==> src/rtl/ps2_zx_keyboard.sv <==
// PS/2 set-2 keyboard front end for a ZX Spectrum core: builds the 8x5 key
// matrix answered on ULA port #FE reads and drives the system hotkey levels.
module ps2_zx_keyboard #(
  parameter int TIMEOUT = 56000,
  parameter int CNT_W   = 16
) (
  input  logic       clk_sys,
  input  logic       nRESET,
  input  logic       ps2_clk,
  input  logic       ps2_data,
  input  logic [7:0] addr_hi,
  output logic [4:0] key_data,
  output logic       F1,
  output logic       F11,
  output logic       warm_reset,
  output logic       cold_reset,
  output logic       test_reset
);

  localparam logic [CNT_W-1:0] TMO_LAST = CNT_W'(TIMEOUT - 1);

  typedef enum logic [1:0] {S_IDLE, S_EXT, S_REL, S_EXT_REL} dec_state_e;

  // ------------------------------------------------------------------
  // Input synchronisers and falling-edge detect
  // ------------------------------------------------------------------
  logic [1:0] clk_sync_q;
  logic [1:0] data_sync_q;
  logic       clk_prev_q;
  logic       ps2_fall;
  logic       ps2_bit;

  // Idle PS/2 lines sit high, so the sync chain resets high to avoid a fake edge.
  always_ff @(posedge clk_sys or negedge nRESET) begin
    if (!nRESET) begin
      clk_sync_q  <= 2'b11;
      data_sync_q <= 2'b11;
      clk_prev_q  <= 1'b1;
    end else begin
      clk_sync_q  <= {clk_sync_q[0], ps2_clk};
      data_sync_q <= {data_sync_q[0], ps2_data};
      clk_prev_q  <= clk_sync_q[1];
    end
  end

  assign ps2_fall = clk_prev_q & ~clk_sync_q[1];
  assign ps2_bit  = data_sync_q[1];

  // ------------------------------------------------------------------
  // Frame receiver
  // ------------------------------------------------------------------
  logic [3:0]       bit_cnt_q, bit_cnt_d;
  logic [8:0]       shift_q, shift_d;
  logic [CNT_W-1:0] tmo_q, tmo_d;
  logic [7:0]       rx_byte_q, rx_byte_d;
  logic             byte_valid_q, byte_valid_d;
  logic             frame_err_q, frame_err_d;

  always_comb begin
    bit_cnt_d    = bit_cnt_q;
    shift_d      = shift_q;
    tmo_d        = tmo_q;
    rx_byte_d    = rx_byte_q;
    byte_valid_d = 1'b0;
    frame_err_d  = 1'b0;
    if (ps2_fall) begin
      tmo_d = '0;
      if (bit_cnt_q == 4'd0) begin
        if (!ps2_bit) begin
          bit_cnt_d = 4'd1;
        end
      end else if (bit_cnt_q == 4'd10) begin
        bit_cnt_d = 4'd0;
        // shift_q holds parity in [8] and data in [7:0]; odd parity overall
        if ((^shift_q) && ps2_bit) begin
          byte_valid_d = 1'b1;
          rx_byte_d    = shift_q[7:0];
        end else begin
          frame_err_d = 1'b1;
        end
      end else begin
        shift_d   = {ps2_bit, shift_q[8:1]};
        bit_cnt_d = bit_cnt_q + 4'd1;
      end
    end else if (bit_cnt_q != 4'd0) begin
      if (tmo_q == TMO_LAST) begin
        bit_cnt_d   = 4'd0;
        tmo_d       = '0;
        frame_err_d = 1'b1;
      end else begin
        tmo_d = tmo_q + 1'b1;
      end
    end else begin
      tmo_d = '0;
    end
  end

  always_ff @(posedge clk_sys or negedge nRESET) begin
    if (!nRESET) begin
      bit_cnt_q    <= 4'd0;
      shift_q      <= '0;
      tmo_q        <= '0;
      rx_byte_q    <= '0;
      byte_valid_q <= 1'b0;
      frame_err_q  <= 1'b0;
    end else begin
      bit_cnt_q    <= bit_cnt_d;
      shift_q      <= shift_d;
      tmo_q        <= tmo_d;
      rx_byte_q    <= rx_byte_d;
      byte_valid_q <= byte_valid_d;
      frame_err_q  <= frame_err_d;
    end
  end

  // ------------------------------------------------------------------
  // Scancode to matrix mask; bit index is row*5 + column
  // ------------------------------------------------------------------
  function automatic logic [39:0] key_mask(input logic ext, input logic [7:0] code);
    logic [39:0] m;
    m = '0;
    if (!ext) begin
      case (code)
        8'h12: m[0]  = 1'b1;  8'h1A: m[1]  = 1'b1;  8'h22: m[2]  = 1'b1;
        8'h21: m[3]  = 1'b1;  8'h2A: m[4]  = 1'b1;
        8'h1C: m[5]  = 1'b1;  8'h1B: m[6]  = 1'b1;  8'h23: m[7]  = 1'b1;
        8'h2B: m[8]  = 1'b1;  8'h34: m[9]  = 1'b1;
        8'h15: m[10] = 1'b1;  8'h1D: m[11] = 1'b1;  8'h24: m[12] = 1'b1;
        8'h2D: m[13] = 1'b1;  8'h2C: m[14] = 1'b1;
        8'h16: m[15] = 1'b1;  8'h1E: m[16] = 1'b1;  8'h26: m[17] = 1'b1;
        8'h25: m[18] = 1'b1;  8'h2E: m[19] = 1'b1;
        8'h45: m[20] = 1'b1;  8'h46: m[21] = 1'b1;  8'h3E: m[22] = 1'b1;
        8'h3D: m[23] = 1'b1;  8'h36: m[24] = 1'b1;
        8'h4D: m[25] = 1'b1;  8'h44: m[26] = 1'b1;  8'h43: m[27] = 1'b1;
        8'h3C: m[28] = 1'b1;  8'h35: m[29] = 1'b1;
        8'h5A: m[30] = 1'b1;  8'h4B: m[31] = 1'b1;  8'h42: m[32] = 1'b1;
        8'h3B: m[33] = 1'b1;  8'h33: m[34] = 1'b1;
        8'h29: m[35] = 1'b1;  8'h59: m[36] = 1'b1;  8'h14: m[36] = 1'b1;
        8'h3A: m[37] = 1'b1;  8'h31: m[38] = 1'b1;  8'h32: m[39] = 1'b1;
        8'h66: begin m[0] = 1'b1; m[20] = 1'b1; end
        default: m = '0;
      endcase
    end else begin
      // Cursor keys are CAPS SHIFT plus 5/6/7/8
      case (code)
        8'h5A: m[30] = 1'b1;
        8'h14: m[36] = 1'b1;
        8'h6B: begin m[0] = 1'b1; m[19] = 1'b1; end
        8'h72: begin m[0] = 1'b1; m[24] = 1'b1; end
        8'h75: begin m[0] = 1'b1; m[23] = 1'b1; end
        8'h74: begin m[0] = 1'b1; m[22] = 1'b1; end
        default: m = '0;
      endcase
    end
    return m;
  endfunction

  // ------------------------------------------------------------------
  // Decoder FSM, matrix, modifiers and hotkeys
  // ------------------------------------------------------------------
  dec_state_e  state_q;
  logic [39:0] matrix_q;
  logic [3:0]  mod_q;  // {right alt, left alt, right ctrl, left ctrl}
  logic        f1_q, f11_q, warm_q, cold_q, test_q;
  logic        dec_ext, dec_brk;
  logic [8:0]  dec_code;
  logic [39:0] dec_mask;

  always_comb begin
    dec_ext  = (state_q == S_EXT) || (state_q == S_EXT_REL);
    dec_brk  = (state_q == S_REL) || (state_q == S_EXT_REL);
    dec_code = {dec_ext, rx_byte_q};
    dec_mask = key_mask(dec_ext, rx_byte_q);
  end

  always_ff @(posedge clk_sys or negedge nRESET) begin
    if (!nRESET) begin
      state_q  <= S_IDLE;
      matrix_q <= '0;
      mod_q    <= '0;
      f1_q     <= 1'b0;
      f11_q    <= 1'b0;
      warm_q   <= 1'b0;
      cold_q   <= 1'b0;
      test_q   <= 1'b0;
    end else if (frame_err_q) begin
      state_q <= S_IDLE;
    end else if (byte_valid_q) begin
      case (rx_byte_q)
        8'hE0: begin
          if (state_q == S_IDLE) state_q <= S_EXT;
        end
        8'hF0: begin
          if (state_q == S_IDLE)     state_q <= S_REL;
          else if (state_q == S_EXT) state_q <= S_EXT_REL;
        end
        8'hE1, 8'hFA, 8'hAA, 8'hEE, 8'hFE: begin
        end
        default: begin
          state_q  <= S_IDLE;
          matrix_q <= dec_brk ? (matrix_q & ~dec_mask) : (matrix_q | dec_mask);
          case (dec_code)
            9'h014: mod_q[0] <= ~dec_brk;
            9'h114: mod_q[1] <= ~dec_brk;
            9'h011: mod_q[2] <= ~dec_brk;
            9'h111: mod_q[3] <= ~dec_brk;
            9'h005: f1_q     <= ~dec_brk;
            9'h078: f11_q    <= ~dec_brk;
            9'h007: begin
              if (dec_brk) begin
                warm_q <= 1'b0;
                cold_q <= 1'b0;
                test_q <= 1'b0;
              end else if (!(warm_q || cold_q || test_q)) begin
                // Reset flavour is latched once at the first F12 make
                if (|mod_q[1:0])      cold_q <= 1'b1;
                else if (|mod_q[3:2]) test_q <= 1'b1;
                else                  warm_q <= 1'b1;
              end
            end
            default: begin
            end
          endcase
        end
      endcase
    end
  end

  assign F1         = f1_q;
  assign F11        = f11_q;
  assign warm_reset = warm_q;
  assign cold_reset = cold_q;
  assign test_reset = test_q;

  // ------------------------------------------------------------------
  // Port #FE read: a low address bit selects its row
  // ------------------------------------------------------------------
  for (genvar gi = 0; gi < 5; gi++) begin : g_col
    logic [7:0] col_bits;
    for (genvar gr = 0; gr < 8; gr++) begin : g_row
      assign col_bits[gr] = matrix_q[gr*5 + gi] & ~addr_hi[gr];
    end
    assign key_data[gi] = ~|col_bits;
  end

endmodule

==> config.mk <==
export PLATFORM = sky130hd
export DESIGN_NAME = ps2_zx_keyboard
export DESIGN_NICKNAME = d
export VERILOG_FILES = /design/src/rtl/ps2_zx_keyboard.sv
export SDC_FILE = /design/constraint.sdc
export NUM_CORES = 1
export LEC_CHECK = 0
export ABC_AREA = 0
export BUFFER_PORTS_ARGS = -buffer_cell sky130_fd_sc_hd__buf_2
export CAP_MARGIN = 10
export CORE_UTILIZATION = 50
export CTS_CLUSTER_SIZE = 30
export DETAILED_ROUTE_END_ITERATION = 6
export GPL_TIMING_DRIVEN = 0
export MAX_ROUTING_LAYER = met4
export PLACE_DENSITY_LB_ADDON = 0.08
export SLEW_MARGIN = 20
export SYNTH_ARGS = -nofsm -noshare
export SYNTH_HDL_FRONTEND = slang
export SYNTH_SLANG_ARGS = --single-unit
==> constraint.sdc <==
create_clock -name clk_sys -period 2.3 [get_ports clk_sys]
set_input_delay 0.23 -clock clk_sys [delete_from_list [all_inputs] [get_ports clk_sys]]
set_output_delay 0.23 -clock clk_sys [all_outputs]
set_load 0.01 [all_outputs]
Word-level counts from Yosys, hierarchy flattened --
Index checks and enable logic that the tools add are counted.
Storage, ports and cells: flip-flop bits (word level) 95, input port bits 12, word-level logic and storage cells 282
Operators by class: add/subtract/negate cells 2, eq/ne operators 72, muxes and demuxes 84, bitwise gates (word level) 58, reductions and logical operators 46
Operators with widths (count):
- $eq 8x6->1 const B | 23
- $eq 8x7->1 const B | 14
- $mux 40 | 2
- $eq 8x5->1 const B | 9
- $mux 1 | 67
- $eq 8x8->1 const B | 7
- $mux 16 | 3
- $and 1x1->1 | 41
- $and 40x40->40 | 1
- $not 40->40 | 1
- $or 40x40->40 | 1
- $reduce_or 8->1 | 5
- $reduce_and 4->1 | 8
- $mux 4 | 6
- $eq 9x3->1 const B | 2
- $eq 9x5->1 const B | 2
- $eq 9x9->1 const B | 2
- $add 16x1->16 const B | 1
- $eq 16x16->1 const B | 1
- $not 1->1 | 14
- $reduce_and 7->1 | 2
- $mux 2 | 5
- $reduce_bool 2->1 | 5
- $reduce_or 2->1 | 5
- 21 further kinds | 35

Logic depth before layout (Yosys ltp) --
Gate-level depths: netlist of run 1.
depth after elaboration 7, mapped depth 8, gate-level depth less buffers 7

Worst setup path after synthesis of run 1 --
Ideal clock, no wire load.
path type register -> register, start point reg shift_q[2], end point reg rx_byte_q[0], arrival time 1711 ps, setup slack 465 ps, stages on the path, launching flop included 7, path buffers 1, cells stage by stage dfrtp_1 > xor2_1 > xnor3_1 > mux2i_1 > and3_1 > buf_6 > mux2_2
Between the ends: cells in the longest elaborated chain, start to end 3
Ends and longest elaborated chain:
- start, declared | RTL line 53 | logic [8:0] shift_q, shift_d;
- start signal, assigned | RTL line 108 | shift_q <= shift_d;
- $reduce_xor 9->1 | RTL line 75 | if ((^shift_q) && ps2_bit) begin
- $logic_and 1x1->1 | RTL line 75
- $reduce_and 4->1 (no source line)
- end signal, assigned | RTL line 110 | rx_byte_q <= rx_byte_d;
- end, declared | RTL line 55 | logic [7:0] rx_byte_q, rx_byte_d;
Every way passes these cells. A chain may end at the register's enable or synchronous reset.

==> summary.md, run 1 <==
| Metric | Value |
|---|---|
| Post-DR vias/cell | `5.74` |
| Post-CTS Setup Inserts | `0` |
| TritonCTS Buffers | `9` |
| R2R Setup Slk | `0.11 ns` |
| FF-to-FF path depth | `6` |
| Synth Cell Area | `4940 um^2` |
| Mux contribution to synthesized area | `0.108` |
| WP data arrival | `2.49 ns` |
| Routed wire length | `11.4 mm` |
| Tmin final | `2.19 ns` |
| # DRC | `0` |
| Synth area leader | `dfrtp_1` |
| First-pass GRT wire length | `18.5 mm` |
| RSZ-0062 raised after global routing | `false` |
| Final Cell Area | `5530 um^2` |
| Fin cells | `663` |
| Synth top area cells | `dfrtp_1 46%, mux2i_1 6.7%, inv_1 4.0%` |
| Core area | `9420 um^2` |
| Synthesized area per cell | `10.0 um^2` |
| Setup Total Neg Slack | `0 ns` |
| Synth Area in XOR/XNOR | `0.0426` |
| Count of final setup violators | `0` |
| Die area | `10300 um^2` |
| Clock tree buffer depth | `2` |
| CTS H-tree depth | `3` |
| CP endpoint kind | `flop` |
| CTS tree | `yes` |
| Routability cong. | `0.936` |
| Post-route ant nets | `0` |
| Slew Limit Fails | `0` |
| # diodes | `0` |
| Post-synthesis sequential area ratio | `0.483` |
| VDD IR max | `0.000767 V` |
| IO buf count | `21` |
| Most frequent cells after synthesis | `90 x dfrtp_1, 52 x inv_1, 40 x nor2_1, 33 x mux2i_1, 24 x nand3_1` |
| Largest net degree at the start of global routing | `69` |
| Post-synth EDFFs | `0` |
| Tightest Pin Transition | `0.649 ns` |
| Outcome | `finished, final reports clean` |
| Nets | `545` |
| Number of synthesized register bits | `95` |
| Worst Hold Class | `input port to asynchronous set/reset pin` |
| F_max | `456 MHz` |
| Starting density of the core | `0.525` |
| Largest family of logic cells by synthesized area | `simple AND/OR/NAND/NOR gates` |
| Area after DPL | `5240 um^2` |
| Cells after Synth | `493` |
| FP Rows | `35` |
| Total grt overflow | `0` |
| Most frequent cell after synthesis | `dfrtp_1` |
| IO Pins | `22` |
| Post-Synth Simple-Gate Area | `0.179` |
| Final Cycle Share | `0.954` |
| WL per Instance | `17.2 um` |
| Synth Area in Compound Gates | `0.114` |
| 1st-iter DRT viols | `305` |
| Clock Tree Root | `clkbuf_8` |
| Clk sinks | `95` |
| Ys Warns | `0` |
| Worst setup SP type | `flop` |
| Vias in the first global route | `3624` |
| CP max FO | `10` |
| Crit path required time | `2.60 ns` |
| Proportion of netlist area held by the largest area contributor | `0.456` |
| Max_slew headroom | `0.563` |
| First-pass DRT Iterations | `4` |
| Initial antenna violation count | `0` |
| Post-DP HPWL | `8.38 mm` |
| Fraction of layout cells with a size suffix above 1 | `0.148` |
| Final hold vios | `0` |
| Post-synth ARST share | `1.00` |
| LEAKAGE | `2.39 nW` |
| Unique masters post-synth | `56` |
| PD cells | `720 nW/um^2` |
| GRT Overall Usage | `0.248` |
| Clock transition at path regs | `0.10 ns` |
| Die width | `101 um` |
| Mapped Nets | `509` |
| Clock skew | `0.0185 ns` |
| Placed cells | `644` |
| Final worst slack | `0.105 ns` |
| Kind of critical path | `flop to flop` |
| R2R Path Start | `rx_byte_q[2]$_DFFE_PN0P_` |
| Setup WS pre-CTS | `0.0693 ns` |
| Clk Latency, worst-skew pair | `0.38 ns` |
| Fraction of the mapped netlist area in adder cells | `0.0101` |
| Total of max-cap violations | `0` |
| Area growth syn-to-layout | `12.0%` |
| Die Ht | `101 um` |
| Top FF cell, synth | `dfrtp_1` |
| Vias post-DR | `3808` |
[worst max-delay path, stage by stage (launching register included)]
cell and delay, ns:
dfrtp_1 0.37, buf_4 0.15, clkbuf_1 0.22, nor2b_1 0.51
nand4_1 0.23, nor4_1 0.41, mux2i_1 0.24
[cell families (layout without fill, tap and decap cells)]
logic type | count (synthesis) | after routing
AOI/OAI and AO/OA | 83 | 83
and+or+nand+nor | 164 | 164
muxes | 51 | 51
buffers and inverters | 76 | 117
xor gates and xnor gates | 20 | 20
adders and majority gates | 4 | 4
DFF | 95 | 95
[cells in the final DEF, fill, tap and decap left out, types with 3 or more instances in the layout]
| master | n |
|---|---|
| dfrtp_1 | 90 |
| inv_1 | 52 |
| nor2_1 | 40 |
| mux2i_1 | 33 |
| buf_2 | 26 |
| nand3_1 | 24 |
| o21ai_0 | 22 |
| o22ai_1 | 20 |
| nand2_1 | 17 |
| o31ai_1 | 17 |
| mux2_2 | 16 |
| nor4_1 | 15 |
| nor3_1 | 13 |
| clkbuf_1 | 12 |
| clkbuf_8 | 10 |
| xnor2_1 | 9 |
| nand4_1 | 8 |
| nor2b_1 | 8 |
| xor2_1 | 8 |
| nand2b_1 | 7 |
| a21oi_1 | 7 |
| nor3b_1 | 6 |
| and3_1 | 5 |
| dfstp_2 | 5 |
| buf_4 | 4 |
| ha_1 | 4 |
| or3_1 | 3 |
| nand3b_1 | 3 |
| nand4b_1 | 3 |
| bufinv_16 | 3 |
| dlygate4sd3_1 | 3 |
[timing repair]
item / in CTS / in global routing
endpoints found under the hold margin: 29 / 0
resized for setup: 0 / 3
hold buffers: 3 / 0
setup endpoints to repair: 0 / 20
[worst max path at each step]
stage | from | to | cells past startpoint
final | rx_byte_q[2]$_DFFE_PN0P_ | flop | 6
after global routing | rx_byte_q[2]$_DFFE_PN0P_ | cold_reset$_DFFE_PN0P_ | 6
after CTS | rx_byte_q[2]$_DFFE_PN0P_ | flop | 8
after detailed placement | rx_byte_q[2]$_DFFE_PN0P_ | flop | 8
after global placement | nRESET | bit_cnt_q[2]$_DFFE_PN0P_ | 1
after floorplan | shift_q[2]$_DFFE_PN0P_ | rx_byte_q[0]$_DFFE_PN0P_ | 6
[stage by stage]
| stage | hold WS [ns] | util | total power, mW |
|---|---|---|---|
| finish | 0.282 | 0.588 | 3.98 |
| floorplan | -0.0656 | - | 2.44 |
| global placement | 0.336 | 0.553 | 2.61 |
| detailed placement | 0.119 | 0.556 | 2.64 |
| global route | 0.298 | 0.588 | 4.17 |
| CTS | 0.273 | 0.586 | 4.01 |
[where the power goes]
group / internal [mW] / switching, mW
Combinational: 0.364 / 0.311
Clock: 0.758 / 0.618
Sequential: 1.79 / 0.137
[layout make-up]
type | count | area [um^2]
clock inverter | 6 | 115
clock buffer | 10 | 138
inverter | 52 | 195
multi-input combinational | 322 | 2250
sequential | 95 | 2380
fill | 824 | 3880
tap | 129 | 161
buffer | 24 | 121
timing repair buffer | 25 | 169
[routing by layer]
layer  vias up  part of all wire  track usage
met5         -                 0            -
met4         0             0.021       0.0925
met3        20             0.045       0.0483
met1      1865              0.49        0.333
li1       1823                 -            -
met2       100              0.45        0.374
Power figures use the tool's default switching activity.
==> inputs of run 2 (changes only) <==
ABC_AREA = not set   (was 0)
CORE_UTILIZATION = 30   (was 50)
==> run 2 against run 1 <==
Combinational power shrank 2%. Sequential power is essentially flat. Via count fell by 0.87%. Wire length up 14%. Flip-flop and latch count unchanged. Worst setup slack improved by 0.059 ns. Sequential share of layout area fell by 1.4 points. Largest cell class unchanged.
==> summary.md, run 2 (synthesized netlist as in run 1, its figures left out) <==
| Metric | Value |
|---|---|
| Clock Tree Root | `clkbuf_16` |
| Die width | `130 um` |
| # fillers | `1684` |
| Clk sinks | `95` |
| Total grt overflow | `0` |
| # diodes | `0` |
| Routability cong. | `0.825` |
| Net Sw Frac | `0.260` |
| Slew Limit Fails | `0` |
| WP depth | `7` |
| Total power | `4.21 mW` |
| Area growth syn-to-layout | `15.9%` |
| TritonCTS Buffers | `9` |
| First-pass DRT Iterations | `5` |
| Most common cell after layout, fill and taps aside | `dfrtp_1` |
| RSZ-0062 raised after global routing | `false` |
| CP endpoint kind | `flop` |
| Vias in the first global route | `3617` |
| IO buf count | `21` |
| First-pass GRT wire length | `20.7 mm` |
| Core area | `16000 um^2` |
| FP Rows | `46` |
| Fraction of layout cells with a size suffix above 1 | `0.152` |
| Nets | `544` |
| Largest net degree at the start of global routing | `74` |
| Final Cell Area | `5720 um^2` |
| Clock tree buffer depth | `2` |
| Clk Latency, worst-skew pair | `0.35 ns` |
| Vias post-DR | `3775` |
| Die area | `17000 um^2` |
| Switching pwr | `1.09 mW` |
| Setup Total Neg Slack | `0 ns` |
| Initial antenna violation count | `0` |
| Final hold slack | `0.306 ns` |
| F_max | `468 MHz` |
| IO Pins | `22` |
| LEAKAGE | `2.41 nW` |
| Final Cycle Share | `0.928` |
| Kind of critical path | `flop to flop` |
| Worst setup SP type | `flop` |
| Post-DP HPWL | `9.49 mm` |
| Worst path buffer plus inverter count | `2` |
| R2R Path Start | `frame_err_q$_DFF_PN0_` |
| R2R Setup Slk | `0.16 ns` |
| Most frequent cells in the layout | `90 x dfrtp_1, 52 x inv_1, 40 x nor2_1` |
| Outcome | `finished, final reports clean` |
| Clock skew | `0.00766 ns` |
| CTS H-tree depth | `3` |
| Area after DPL | `5350 um^2` |
| Slowest CP cell | `nor3b_1` |
| WP data arrival | `2.34 ns` |
| CP delay by family, top | `simple AND/OR/NAND/NOR gates` |
| PD cells | `735 nW/um^2` |
| Clock power frac | `0.383` |
| Total of max-cap violations | `0` |
| Crit path largest cell delay | `0.37 ns` |
| Final hold vios | `0` |
| Post-CTS Setup Inserts | `0` |
| Count of final setup violators | `0` |
| Post-route ant nets | `0` |
| Routed wire length | `13.0 mm` |
| Die Ht | `130 um` |
| Crit path required time | `2.50 ns` |
| Internal power | `3.11 mW` |
| VDD IR max | `0.000477 V` |
| Starting density of the core | `0.309` |
| WL per Instance | `17.3 um` |
| FF-to-FF path depth | `7` |
| CP max FO | `10` |
| GRT Overall Usage | `0.171` |
| Clock transition at path regs | `0.07 ns` |
| # DRC | `0` |
| Crit-path cells | `clkbuf_1 > nor3b_1 > o31ai_4 > buf_4 > nor2_1 > nand3_1 > mux2i_1` |
| Worst Hold Class | `input port to asynchronous set/reset pin` |
| Final Util | `0.358` |
| Share of power burned in registers | `0.459` |
| Max_slew headroom | `0.545` |
| 1st-iter DRT viols | `222` |
| Combinational share of power | `0.157` |
| CTS tree | `yes` |
| Post-DR vias/cell | `5.04` |
| Tmin final | `2.14 ns` |
| Tightest Pin Transition | `0.676 ns` |
==> run 2: cell count changes in the layout (fill, tap and decap cells not counted), moves of 2 or more <==
cell | previous run | this run
clkbuf_1 | 12 | 14
clkbuf_16 | 0 | 9
clkbuf_8 | 10 | 0
nor4_1 | 15 | 13
nor4_2 | 0 | 2
==> run 2: worst max-delay path by stage <==
| stage | to | start | slack [ns] |
|---|---|---|---|
| finish | flop | frame_err_q$_DFF_PN0_ | 0.16 |
| global route | flop | rx_byte_q[2]$_DFFE_PN0P_ | 0.02 |
| CTS | cold_reset$_DFFE_PN0P_ | rx_byte_q[2]$_DFFE_PN0P_ | 0.07 |
| detailed placement | flop | rx_byte_q[2]$_DFFE_PN0P_ | -0.04 |
| global placement | asynchronous set/reset pin | nRESET | -0.08 |
| floorplan | rx_byte_q[0]$_DFFE_PN0P_ | shift_q[2]$_DFFE_PN0P_ | 0.46 |
==> run 2: area by class of cell <==
| cell class | instances | area [um^2] | share of cell area |
|---|---|---|---|
| Clock inverter | 5 | 81.3 | 0.0142 |
| Clock buffer | 11 | 233 | 0.0407 |
| Buffer | 23 | 116 | 0.0203 |
| Multi-Input combinational cell | 322 | 2270 | 0.397 |
| Inverter | 52 | 195 | 0.0341 |
| Tap cell | 216 | 270 | 0.0472 |
| Timing Repair Buffer | 25 | 169 | 0.0295 |
| Sequential cell | 95 | 2380 | 0.416 |
==> run 2: routing by layer <==
layer  global-route usage  vias up  part of all wire
li1                     -     1816                 -
met1                0.245     1880              0.52
met2                0.241       70              0.44
met3               0.0349        9             0.032
met4               0.0472        0             0.010
met5                    -        -                 0
==> run 2: per-stage QoR <==
stage	setup WS (ns)	instances
after CTS	0.0686	750
after global routing	0.0202	749
final	0.165	749
after detailed placement	-0.0373	731
after floorplan	0.465	493
after global placement	-0.0846	730
==> run 2: repair_timing <==
item / CTS / global route
hold endpoints to repair: 24 / 0
gates resized for setup: 1 / 5
hold buffers: 3 / 0
endpoints found under the setup margin: 1 / 23
==> run 2: power by group through the flow <==
stage	Clock (mW)	Sequential [mW]	Combinational, mW
6_report	1.61	1.93	0.662
5_1_grt	1.75	1.96	0.734
4_1_cts	1.67	1.93	0.683
3_5_place_dp	0	1.96	0.675
3_3_place_gp	0	1.97	0.665
2_1_floorplan	0	1.92	0.515
==> inputs of run 3 (changes only) <==
--- a/config.mk
+++ b/config.mk
@@ -6,4 +6,5 @@
 export NUM_CORES = 1
 export LEC_CHECK = 0
+export ABC_AREA = 1
 export BUFFER_PORTS_ARGS = -buffer_cell sky130_fd_sc_hd__buf_2
 export CAP_MARGIN = 10
==> constraint.sdc (replaced) <==
create_clock -name clk_sys -period 2.3 [get_ports clk_sys]
set_input_delay 0.23 -clock clk_sys [delete_from_list [all_inputs] [get_ports clk_sys]]
set_output_delay 0.23 -clock clk_sys [all_outputs]
set_load 0.05 [all_outputs]
==> run 3 against run 2 <==
Combinational power up 42%. Fmax up 8.8%. Highest routed layer unchanged. First-iteration DRC count up 16%. Worst setup slack better by 0.17 ns. Global-route usage up 0.99 points. Die area up 9.4%. Wire length up 15%. Clock power down 6%.
==> summary.md, run 3 <==
| Metric | Value |
|---|---|
| Initial antenna violation count | `0` |
| VDD IR max | `0.000607 V` |
| Clock transition at path regs | `0.07 ns` |
| Vias post-DR | `4911` |
| Ys Warns | `0` |
| Routed wire length | `14.9 mm` |
| FP Rows | `48` |
| Post-DR vias/cell | `4.86` |
| Tightest Pin Transition | `0.533 ns` |
| Cells after Synth | `745` |
| Most frequent cells in the layout | `209 x nand2_1, 90 x dfrtp_1, 84 x inv_1` |
| Worst setup SP type | `flop` |
| Tmin final | `1.96 ns` |
| Post-synth ARST share | `1.00` |
| Synth Cell Area | `5410 um^2` |
| Combinational share of power | `0.214` |
| Most frequent cells after synthesis | `209 x nand2_1, 90 x dfrtp_1, 84 x inv_1, 65 x nor2_1, 56 x nand4_1` |
| Fraction of layout cells with a size suffix above 1 | `0.0992` |
| Max_slew headroom | `0.645` |
| Final hold vios | `0` |
| Top FF cell, synth | `dfrtp_1` |
| Post-DP HPWL | `11.4 mm` |
| CP max FO | `10` |
| Area growth syn-to-layout | `14.2%` |
| Clock power frac | `0.346` |
| Core area | `17500 um^2` |
| Placed cells | `992` |
| Post-CTS sizing | `0` |
| Clk Latency, worst-skew pair | `0.35 ns` |
| 1st-iter DRT viols | `257` |
| Internal power | `2.94 mW` |
| Synth area leader | `dfrtp_1` |
| WP data arrival | `2.20 ns` |
| Setup Total Neg Slack | `0 ns` |
| Clock skew | `0.0104 ns` |
| LEAKAGE | `2.81 nW` |
| # DRC | `0` |
| Clock Tree Root | `clkbuf_16` |
| Post-route ant nets | `0` |
| Die width | `136 um` |
| Mapped Nets | `761` |
| First-pass GRT wire length | `24.8 mm` |
| Number of synthesized register bits | `95` |
| WL per Instance | `14.7 um` |
| Routability cong. | `0.879` |
| Switching pwr | `1.46 mW` |
| Proportion of netlist area held by the largest area contributor | `0.416` |
| CP endpoint kind | `flop` |
| Kind of critical path | `flop to flop` |
| Count of final setup violators | `0` |
| Total of max-cap violations | `0` |
| Post-CTS Setup Inserts | `0` |
| Synth top area cells | `dfrtp_1 42%, nand2_1 14%, nand4_1 6.5%` |
| Vias in the first global route | `4742` |
| Unique masters post-synth | `38` |
| Most frequent cell after synthesis | `nand2_1` |
| Outcome | `finished, final reports clean` |
| Largest net degree at the start of global routing | `58` |
| GRT Overall Usage | `0.181` |
| Crit path required time | `2.54 ns` |
| TritonCTS Buffers | `9` |
| Nets | `797` |
| PD cells | `713 nW/um^2` |
| Starting density of the core | `0.310` |
| Die area | `18600 um^2` |
| Post-synth EDFFs | `0` |
| RSZ-0062 raised after global routing | `false` |
| # diodes | `0` |
| IO Pins | `22` |
| Most common cell after layout, fill and taps aside | `nand2_1` |
| Worst Hold Class | `input port to asynchronous set/reset pin` |
| Clk sinks | `95` |
| First-pass DRT Iterations | `4` |
| Final Cycle Share | `0.853` |
| CTS tree | `yes` |
| Post-synthesis sequential area ratio | `0.440` |
| Slew Limit Fails | `0` |
| Total grt overflow | `0` |
| Die Ht | `136 um` |
| Share of power burned in registers | `0.441` |
| Fin cells | `1011` |
| F_max | `510 MHz` |
| Clock tree buffer depth | `2` |
| IO buf count | `21` |
| Net Sw Frac | `0.332` |
| Synthesized area per cell | `7.26 um^2` |
| CTS H-tree depth | `3` |
| # fillers | `1868` |
## run 3: changes by cell type after synthesis, moves of 17 or more
| cell | previous run | this run |
|---|---|---|
| nand4_1 | 8 | 56 |
| mux2i_1 | 33 | 0 |
| o31ai_1 | 17 | 0 |
| nor2_1 | 40 | 65 |
| nand2_1 | 17 | 209 |
| o21ai_1 | 0 | 41 |
| nand3_1 | 24 | 46 |
| inv_1 | 52 | 84 |
## run 3: logic make-up after synthesis
logic type,share of synthesized area
AND/OR/NAND/NOR,0.353
buffers and inverters,0.0904
AO/OA/AOI/OAI,0.0990
flip-flops,0.440
XOR/XNOR,0.00809
adder cells (fa/ha/maj),0.00925
## run 3: worst max-delay path, stage by stage (launching register included)
cell	delay [ns]
dfstp_2	0.52
inv_1	0.03
nor2_1	0.31
nand2_1	0.16
nor2_2	0.34
nand4_2	0.30
nand2_1	0.13
nand2_1	0.05
## run 3: what timing repair did
action,CTS,global route
hold buffers,3,0
setup endpoints to repair,0,0
endpoints found under the hold margin,40,0
## run 3: per-layer routing
metal,GRT usage,wire length (um),vias to the layer above
li1,-,-,2544
met1,0.224,6920,2263
met2,0.296,7180,83
met3,0.0231,435,21
met4,0.0753,331,0
met5,-,0,-
## run 3: layout make-up
type                            instances  area (um^2)  share of cell area
Multi-Input combinational cell        532         2560               0.414
Sequential cell                        95         2380               0.386
Inverter                               91          342              0.0553
Tap cell                              225          282              0.0456
Clock buffer                            9          225              0.0365
Timing Repair Buffer                   25          169              0.0273
Buffer                                 27          148              0.0239
Clock inverter                          7         71.3              0.0115
## run 3: path summary, 6_finish.rpt
path	from	endpoint	slack, ns	cells past startpoint
worst max register to register	clk_prev_q$_DFF_PN1_	rx_byte_q[6]$_DFFE_PN0P_	0.34	7
worst min-delay path	nRESET	asynchronous set/reset pin	0.36	2
worst max-delay path	clk_prev_q$_DFF_PN1_	rx_byte_q[6]$_DFFE_PN0P_	0.34	7
max in group asynchronous	nRESET	data_sync_q[0]$_DFF_PN1_	1.28	3
worst min register to register	data_sync_q[0]$_DFF_PN1_	data_sync_q[1]$_DFF_PN1_	0.36	0
min in group clk_sys	data_sync_q[0]$_DFF_PN1_	data_sync_q[1]$_DFF_PN1_	0.36	0
## run 3: power groups by stage
stage | logic, mW | clock network [mW] | registers, mW
final | 0.941 | 1.52 | 1.94
after floorplan | 0.719 | 0 | 1.93
after CTS | 0.962 | 1.58 | 1.94
after detailed placement | 0.952 | 0 | 1.97
after global routing | 1.13 | 1.63 | 1.96
after global placement | 0.927 | 0 | 1.97
## run 3: metrics by stage
step	instance area, um^2	utilization	setup slack (ns)	hold WS [ns]	total power [mW]
after floorplan	5430	-	0.247	-0.0656	2.65
after global placement	5820	0.333	-0.0513	0.336	2.89
after detailed placement	5850	0.335	0.302	0.173	2.92
after CTS	6180	0.353	0.288	0.359	4.48
after global routing	6180	0.353	0.0776	0.364	4.72
final	6180	0.353	0.338	0.355	4.40
